### src/rtl/frac_mult_mac.sv
`default_nettype none
// ============================================================================
// frac_mult_mac : fracturable signed multiplier / accumulator, scan-configured
// Revision      : 1.0
// ============================================================================
module frac_mult_mac #(
  parameter int DATA_W = 18,
  parameter int ACC_W  = 48
) (
  input  logic              clk,
  input  logic              pResetn,
  input  logic              config_enable,
  input  logic              ccff_head,
  output logic              ccff_tail,
  input  logic              en,
  input  logic              in_valid,
  input  logic              acc_clr,
  input  logic [DATA_W-1:0] a,
  input  logic [DATA_W-1:0] b,
  output logic              out_valid,
  output logic [ACC_W-1:0]  y,
  output logic              ovf
);

  localparam int H  = DATA_W / 2;
  localparam int PW = 2 * DATA_W;

  logic [3:0] cfg;
  logic       frac_mode;
  logic       mac_mode;
  logic       in_reg;
  logic       out_reg;

  assign frac_mode = cfg[0];
  assign mac_mode  = cfg[1];
  assign in_reg    = cfg[2];
  assign out_reg   = cfg[3];
  assign ccff_tail = cfg[3];

  always_ff @(posedge clk or negedge pResetn) begin
    if (!pResetn) begin
      cfg <= '0;
    end else if (config_enable) begin
      cfg <= {cfg[2:0], ccff_head};
    end
  end

  // S0: optional input register, bypassed combinationally when in_reg=0
  logic [DATA_W-1:0] a_q;
  logic [DATA_W-1:0] b_q;
  logic              v_q;
  logic              clr_q;

  always_ff @(posedge clk or negedge pResetn) begin
    if (!pResetn) begin
      a_q   <= '0;
      b_q   <= '0;
      v_q   <= 1'b0;
      clr_q <= 1'b0;
    end else if (config_enable) begin
      v_q   <= 1'b0;
      clr_q <= 1'b0;
    end else if (en) begin
      a_q   <= a;
      b_q   <= b;
      v_q   <= in_valid;
      clr_q <= acc_clr;
    end
  end

  logic [DATA_W-1:0] a_s;
  logic [DATA_W-1:0] b_s;
  logic              v_s;
  logic              clr_s;

  assign a_s   = in_reg ? a_q   : a;
  assign b_s   = in_reg ? b_q   : b;
  assign v_s   = in_reg ? v_q   : in_valid;
  assign clr_s = in_reg ? clr_q : acc_clr;

  // Operands are sign-extended to the product width so the low bits of an
  // unsigned multiply give the exact signed product.
  logic [PW-1:0]  a_ext;
  logic [PW-1:0]  b_ext;
  logic [PW-1:0]  prod_full;
  logic [2*H-1:0] a_lo_ext;
  logic [2*H-1:0] b_lo_ext;
  logic [2*H-1:0] a_hi_ext;
  logic [2*H-1:0] b_hi_ext;
  logic [2*H-1:0] prod_lo;
  logic [2*H-1:0] prod_hi;

  assign a_ext     = {{DATA_W{a_s[DATA_W-1]}}, a_s};
  assign b_ext     = {{DATA_W{b_s[DATA_W-1]}}, b_s};
  assign prod_full = a_ext * b_ext;

  assign a_lo_ext  = {{H{a_s[H-1]}}, a_s[H-1:0]};
  assign b_lo_ext  = {{H{b_s[H-1]}}, b_s[H-1:0]};
  assign a_hi_ext  = {{H{a_s[DATA_W-1]}}, a_s[DATA_W-1:H]};
  assign b_hi_ext  = {{H{b_s[DATA_W-1]}}, b_s[DATA_W-1:H]};
  assign prod_lo   = a_lo_ext * b_lo_ext;
  assign prod_hi   = a_hi_ext * b_hi_ext;

  logic [ACC_W-1:0] p_ext;

  generate
    if (ACC_W > PW) begin : g_sext
      assign p_ext = {{(ACC_W-PW){prod_full[PW-1]}}, prod_full};
    end else begin : g_nosext
      assign p_ext = prod_full;
    end
  endgenerate

  logic [ACC_W-1:0] frac_y;

  always_comb begin
    frac_y                = '0;
    frac_y[2*H-1:0]       = prod_lo;
    frac_y[4*H-1:2*H]     = prod_hi;
  end

  // S1: product / accumulator stage
  logic [ACC_W-1:0] acc;
  logic [ACC_W-1:0] acc_sum;
  logic             add_ovf;
  logic             ovf_acc;
  logic [ACC_W-1:0] y1;
  logic             v1;
  logic             ovf1;

  assign acc_sum = acc + p_ext;
  assign add_ovf = (acc[ACC_W-1] == p_ext[ACC_W-1]) &&
                   (acc_sum[ACC_W-1] != acc[ACC_W-1]);

  always_ff @(posedge clk or negedge pResetn) begin
    if (!pResetn) begin
      acc     <= '0;
      ovf_acc <= 1'b0;
      y1      <= '0;
      v1      <= 1'b0;
    end else if (config_enable) begin
      acc     <= '0;
      ovf_acc <= 1'b0;
      v1      <= 1'b0;
    end else if (en) begin
      v1 <= v_s;
      if (v_s) begin
        if (frac_mode) begin
          y1 <= frac_y;
        end else if (mac_mode) begin
          if (clr_s) begin
            acc     <= p_ext;
            ovf_acc <= 1'b0;
            y1      <= p_ext;
          end else begin
            acc     <= acc_sum;
            ovf_acc <= ovf_acc | add_ovf;
            y1      <= acc_sum;
          end
        end else begin
          y1 <= p_ext;
        end
      end
    end
  end

  assign ovf1 = ovf_acc & mac_mode & ~frac_mode;

  // S2: optional output register
  logic [ACC_W-1:0] y2;
  logic             v2;
  logic             ovf2;

  always_ff @(posedge clk or negedge pResetn) begin
    if (!pResetn) begin
      y2   <= '0;
      v2   <= 1'b0;
      ovf2 <= 1'b0;
    end else if (config_enable) begin
      v2   <= 1'b0;
      ovf2 <= 1'b0;
    end else if (en) begin
      y2   <= y1;
      v2   <= v1;
      ovf2 <= ovf1;
    end
  end

  assign y         = out_reg ? y2   : y1;
  assign ovf       = out_reg ? ovf2 : ovf1;
  assign out_valid = (out_reg ? v2 : v1) & ~config_enable;

endmodule
`default_nettype wire

### config.mk
export PLATFORM = sky130hd
export DESIGN_NAME = frac_mult_mac
export DESIGN_NICKNAME = d
export VERILOG_FILES = /design/src/rtl/frac_mult_mac.sv
export SDC_FILE = /design/constraint.sdc
export NUM_CORES = 2
export LEC_CHECK = 0
export ABC_AREA = 1
export BUFFER_PORTS_ARGS = -buffer_cell sky130_fd_sc_hd__buf_4
export CAP_MARGIN = 20
export CORE_ASPECT_RATIO = 1.1
export CORE_MARGIN = 2
export CORE_UTILIZATION = 51
export CTS_BUF_LIST = sky130_fd_sc_hd__clkbuf_16
export CTS_CLUSTER_SIZE = 24
export DETAILED_ROUTE_END_ITERATION = 8
export PLACE_DENSITY = 0.75
export RECOVER_POWER = 100
export SLEW_MARGIN = 20
export SYNTH_ARGS = -nofsm -noshare
export SYNTH_HDL_FRONTEND = slang
export SYNTH_SLANG_ARGS = --single-unit
### constraint.sdc
create_clock -name clk -period 8.5 [get_ports clk]
set_input_delay 0.85 -clock clk [delete_from_list [all_inputs] [get_ports clk]]
set_output_delay 0.85 -clock clk [all_outputs]
set_load 0.005 [all_outputs]
Word-level counts from Yosys, hierarchy flattened. Index checks and enable logic that the tools add are counted.

Register bits: 190. Output and inout port bits: 51. Bits of input ports: 43. Word-level logic and storage cells: 63.

Bitwise operators: 6. Multipliers: 3. Equal/unequal tests: 3. Add/sub/neg operators: 1. Mux-type cells: 31. Reduce and logical (&&, ||, !) cells: 7.

Operators with widths (number): two-way mux 48 bit (9); adder 48 bit (1); multiplier 18 x 18 -> 36 bit (1); multiplier 9 x 9 -> 18 bit (2); two-way mux 18 bit (2); two-way mux 1 bit (20); nonzero test 2 bit (3); AND reduction 4 bit (1); AND 1 bit (3); AND reduction 3 bit (1); inequality test 2 bit (second input constant) (1); inverter 1 bit (2); AND reduction 2 bit (1); equality test 1 bit (1); logical AND 1 bit (1); inequality test 1 bit (1); bitwise OR 1 bit (1).

Depth between registers and ports, before layout.
Depth in word-level cells: 12. Mapped depth: 49. Gate-level depth less buffers: 46.

Worst setup path before layout. Ideal clock, no wire load.

Kind: input-to-reg. Start: input port b[0]. End: register y1[44]. Stages: 37. Buffers on the path: 1. Setup slack: 0.633 ns. Data arrival time: 7.750 ns. Setup time: 0.116 ns. Cells stage by stage: o21ai_0 clkbuf_1 nor2_1 fa_1 fa_1 ha_1 inv_1 fa_1 inv_1 fa_1 inv_1 fa_1 inv_1 ha_1 nand2_2 inv_1 a21oi_1 nand2_1 nand2_1 nand2_1 a21oi_1 nand2_2 nand2_4 ha_1 nand2_1 inv_1 a21oi_1 a21boi_0 o21ai_0 nor2_1 nand2_1 nand2_1 nand3_1 nand2_2 nand2_1 nand2_1 nand2_1.

Word-level cells in the longest chain between the ends: 6.

RTL lines: start: declaration (RTL line 19) `input logic [DATA_W-1:0] b,`; two-way mux 18 bit (*) (RTL line 77) `assign b_s = in_reg ? b_q : b;`; multiplier 18 x 18 -> 36 bit (*) (RTL line 95) `assign prod_full = a_ext * b_ext;`; adder 48 bit (RTL line 131) `assign acc_sum = acc + p_ext;`; two-way mux 48 bit (RTL line 151) `if (clr_s) begin`; two-way mux 48 bit (*) (RTL line 150) `end else if (mac_mode) begin`; two-way mux 48 bit (*) (RTL line 148) `if (frac_mode) begin`; end signal: assignment (RTL line 149) `y1 <= frac_y;`; end signal: assignment (RTL line 154) `y1 <= p_ext;`; end signal: assignment (RTL line 158) `y1 <= acc_sum;`; end: declaration (RTL line 127) `logic [ACC_W-1:0] y1;`.

Mark *: on every way between the ends. The rest lies on a longest branch, timed or not. A chain may end at the register's enable or synchronous reset.

Worst setup path in the final report.
Start: register cfg[2]. End: register y1[36].

Word-level cells in the longest chain between the ends: 6. Elaborated cells between the ends (all ways): 10. Those cells by class: add/sub (1); mul (1); mux (7); reduce/logical (1).

RTL lines: start: declaration (RTL line 28) `logic [3:0] cfg;`; start signal: assignment (RTL line 44) `cfg <= {cfg[2:0], ccff_head};`; two-way mux 18 bit (on tied branches) (RTL line 76, 77); multiplier 18 x 18 -> 36 bit (RTL line 95); adder 48 bit (RTL line 131); two-way mux 48 bit (RTL line 151); two-way mux 48 bit (RTL line 150); two-way mux 48 bit (RTL line 148).

Several ways; a longest one is shown, not always the timed one.

==> flow_metrics.tcl <==
set metrics [dict create \
    commonest_non_fill_non_tap_cells_in_the_layout "923 x nand2_1, 796 x inv_1, 472 x buf_4, 394 x fa_1, 346 x nor2_1" \
    synth_async_sr_flop_share_pct 100.0 \
    grt_usage_pct 32.74 \
    areaGrowthSynthToFinish_pct 21.03 \
    grt_overflow_total 0 \
    die_w_um 230.3 \
    initial_core_util_pct 51.38 \
    clk_path_buf_depth 2 \
    synthDominantCellAreaShare_pct 28.02 \
    globalplace.congestion 0.9893 \
    final_period_minus_worst_setup_slack_ns 8.221 \
    rsz0062_at_grt "true" \
    worst_ep_arrival_time_ns 8.61 \
    dp_hpwl_mm 77.44 \
    netlist_top_cells_area "fa_1 28%, dfrtp_1 17%, nand2_1 12%, inv_1 11%, ha_1 9.0%" \
    drv.max_cap_violation_count 7 \
    fmax_mhz 121.6 \
    drive_above_1_share_pct 18.18 \
    cp_slowest_stage_delay_ns 0.53 \
    cts_tree "built" \
    fp.coreArea_um2 55900 \
    critical_path_class "reg -> reg" \
    die_y_um 252.9 \
    post-route-period-util_pct 96.71 \
    post_drt_wl_per_cell_um 18.54 \
    layout.cells.most_common "nand2_1" \
    synth.lib_cells_used.distinct 55 \
    crit_top_cell "nand2_1" \
    num_antenna_cells 0 \
    post-synth-top-area-cell "fa_1" \
    crit_slowest_cell "fa_1" \
    mappedNetlistNets 4549 \
    count_of_boundary_i_o_pins 94 \
    final_nets 4979 \
    num_vias 26980 \
    fp-row-count 91 \
    crit_path_end_kind "flop" \
    clkLatencyLatePin_ns 0.51 \
    cts.htree.levels 4 \
    cts.sinks 190 \
    first_global_vias 27160 \
    dr.first_iter.drc_count 1843 \
    synthesis.area_per_instance_um2 7.371 \
    yosys_register_bits 190 \
    routed_wirelength_mm 94.25 \
    yosysWarnings 0 \
    critical_path_required_ns 8.89 \
    hold_slack_ns 0.4710 \
    numPortBuffers 93 \
    timing.final.max_slew_violations 520 \
    cp-start-kind "flop" \
    grt_first_pass_wirelength_mm 147.3 \
    failed_checks "capacitance limit, slew limit" \
    clk_transition_reported_paths_ns 0.08 \
    num-fill-cells 4966 \
    synth_edf_count 0 \
    clockRootBuffer "clkbuf_16" \
    seqCellArea_um2 4757 \
    slew_headroom_pct -342.4 \
    dr.pass1.iters 5 \
    syn_inst 3897 \
    post_drt_via_cell_ratio 5.306 \
    worst_clock_skew_ns 0.01971 \
    drc 0 \
    antenna_found_initial 0 \
    worst_pin_slew_ns 6.636 \
    crit_path_max_fanout 28 \
    timing.hold.worst.class "reg -> reg" \
    hold_viol_final 0 \
    cell_area_after_technology_mapping_um2 28730 \
    floorplan.die_area_um2 58240 \
    synth.yosys.seq_area_share_pct 16.55 \
    run_status "finished with violations" \
    grt_max_degree 122 \
    synth_ff_type "dfrtp_1" \
    hold_buffers 0 \
    area_used_by_multi_input_combinational_logic_um2 21220 \
    final_antenna_net_count 0 \
    setup_viol 0 \
    tritoncts.num_buffers 17 \
]
## worst max-delay path, delay by kind of cell, from the launching register on
family          cells  cell delay (ns)
flops               1             0.41
compound gates      6             0.96
fa+ha+maj           8             3.57
simple gates       16             1.88
buf+inv            13             1.29
## per-layer routing
metal / GRT usage [%] / up-vias / share of wire, %
met2: 55.28 / 987 / 48
met5: 0 / - / 0
met4: 17.64 / 0 / 6.3
met1: 40.33 / 13010 / 39
li1: - / 12720 / -
met3: 5.236 / 256 / 6.3
## path summary, 6_finish.rpt
kind | cells after the start | from | end | slack [ns]
setup / recovery | 43 | cfg[2] | y1[36] | 0.28
hold / removal | 2 | a_q[4] | a_q[4] | 0.47
setup reg to reg | 43 | cfg[2] | y1[36] | 0.28
hold reg to reg | 2 | a_q[4] | a_q[4] | 0.47
max in group asynchronous | 2 | pResetn | cfg[2] | 1.21
min in group asynchronous | 1 | pResetn | y2[44] | 2.79
## registers in the layout, summed over array words and instances (netlist names)
name	cells
acc	48
ovf_acc	1
cfg	4
y2	48
y1	48
clr_q	1
ovf2	1
a_q	18
v1	1
b_q	18
v_q	1
v2	1
## stage by stage
step	setup WS (ns)	util [%]	TNS, ns	area, um^2	instances
finish	0.2794	62.19	0	34770	5084
global route	-0.1074	62.19	-1.075	34770	5084
CTS	0.01916	60.49	0	33820	5058
detailed placement	-0.2713	59.25	-2.477	33120	5026
global placement	-0.2239	59.25	-1.360	33120	5026
floorplan	0.6331	-	0	28730	3897
## cells in the mapped netlist (2+ instances only)
| library cell | n |
|---|---|
| o31ai_1 | 3 |
| o211ai_1 | 14 |
| o22ai_1 | 7 |
| or2_2 | 45 |
| mux2i_1 | 2 |
| o21ai_1 | 22 |
| nand2_2 | 14 |
| o21a_1 | 9 |
| a22oi_1 | 2 |
| xnor2_1 | 19 |
| xor2_1 | 26 |
| inv_1 | 806 |
| ha_1 | 207 |
| a21boi_0 | 5 |
| inv_2 | 5 |
| nand4_1 | 20 |
| a21o_1 | 13 |
| nor3_1 | 13 |
| fa_1 | 402 |
| and2_1 | 3 |
| o21ai_0 | 256 |
| nor4_1 | 2 |
| nand3b_1 | 2 |
| nand3_1 | 154 |
| dfrtp_1 | 190 |
| nand2_1 | 949 |
| nor2_4 | 3 |
| o21bai_1 | 11 |
| o2111ai_1 | 3 |
| a31oi_1 | 8 |
| clkinv_1 | 8 |
| buf_2 | 21 |
| a21oi_1 | 147 |
| nor2_1 | 381 |
| clkbuf_1 | 74 |
| a22o_1 | 8 |
| buf_1 | 14 |
| o21ai_2 | 12 |
## what timing repair did
item | in CTS | in global routing
pin swaps | 2 | 45
gates resized for setup | 12 | 206
cloned | 0 | 3
hold endpoints to repair | 0 | 0
setup endpoints to repair | 7 | 56
setup buffers | 0 | 23
## area by class of cell
type	count	area share (%)
multi-input combinational	2776	61.04
clock buffer	17	1.224
sequential	190	13.68
tap	744	2.678
inverter	820	8.918
clock inverter	15	0.6658
timing repair buffer	522	11.79
## kinds of logic after synthesis
group | count (synthesis) | share of synthesized area, %
simple gates | 1596 | 22.59
buf+inv | 931 | 12.33
fa+ha+maj | 609 | 37.03
compound gates | 524 | 10.05
flops | 190 | 16.55
xor+xnor | 45 | 1.372
mux | 2 | 0.06970
Power is not shown: default switching activity piles up to over one toggle a cycle in this logic, so the estimate is an artifact.
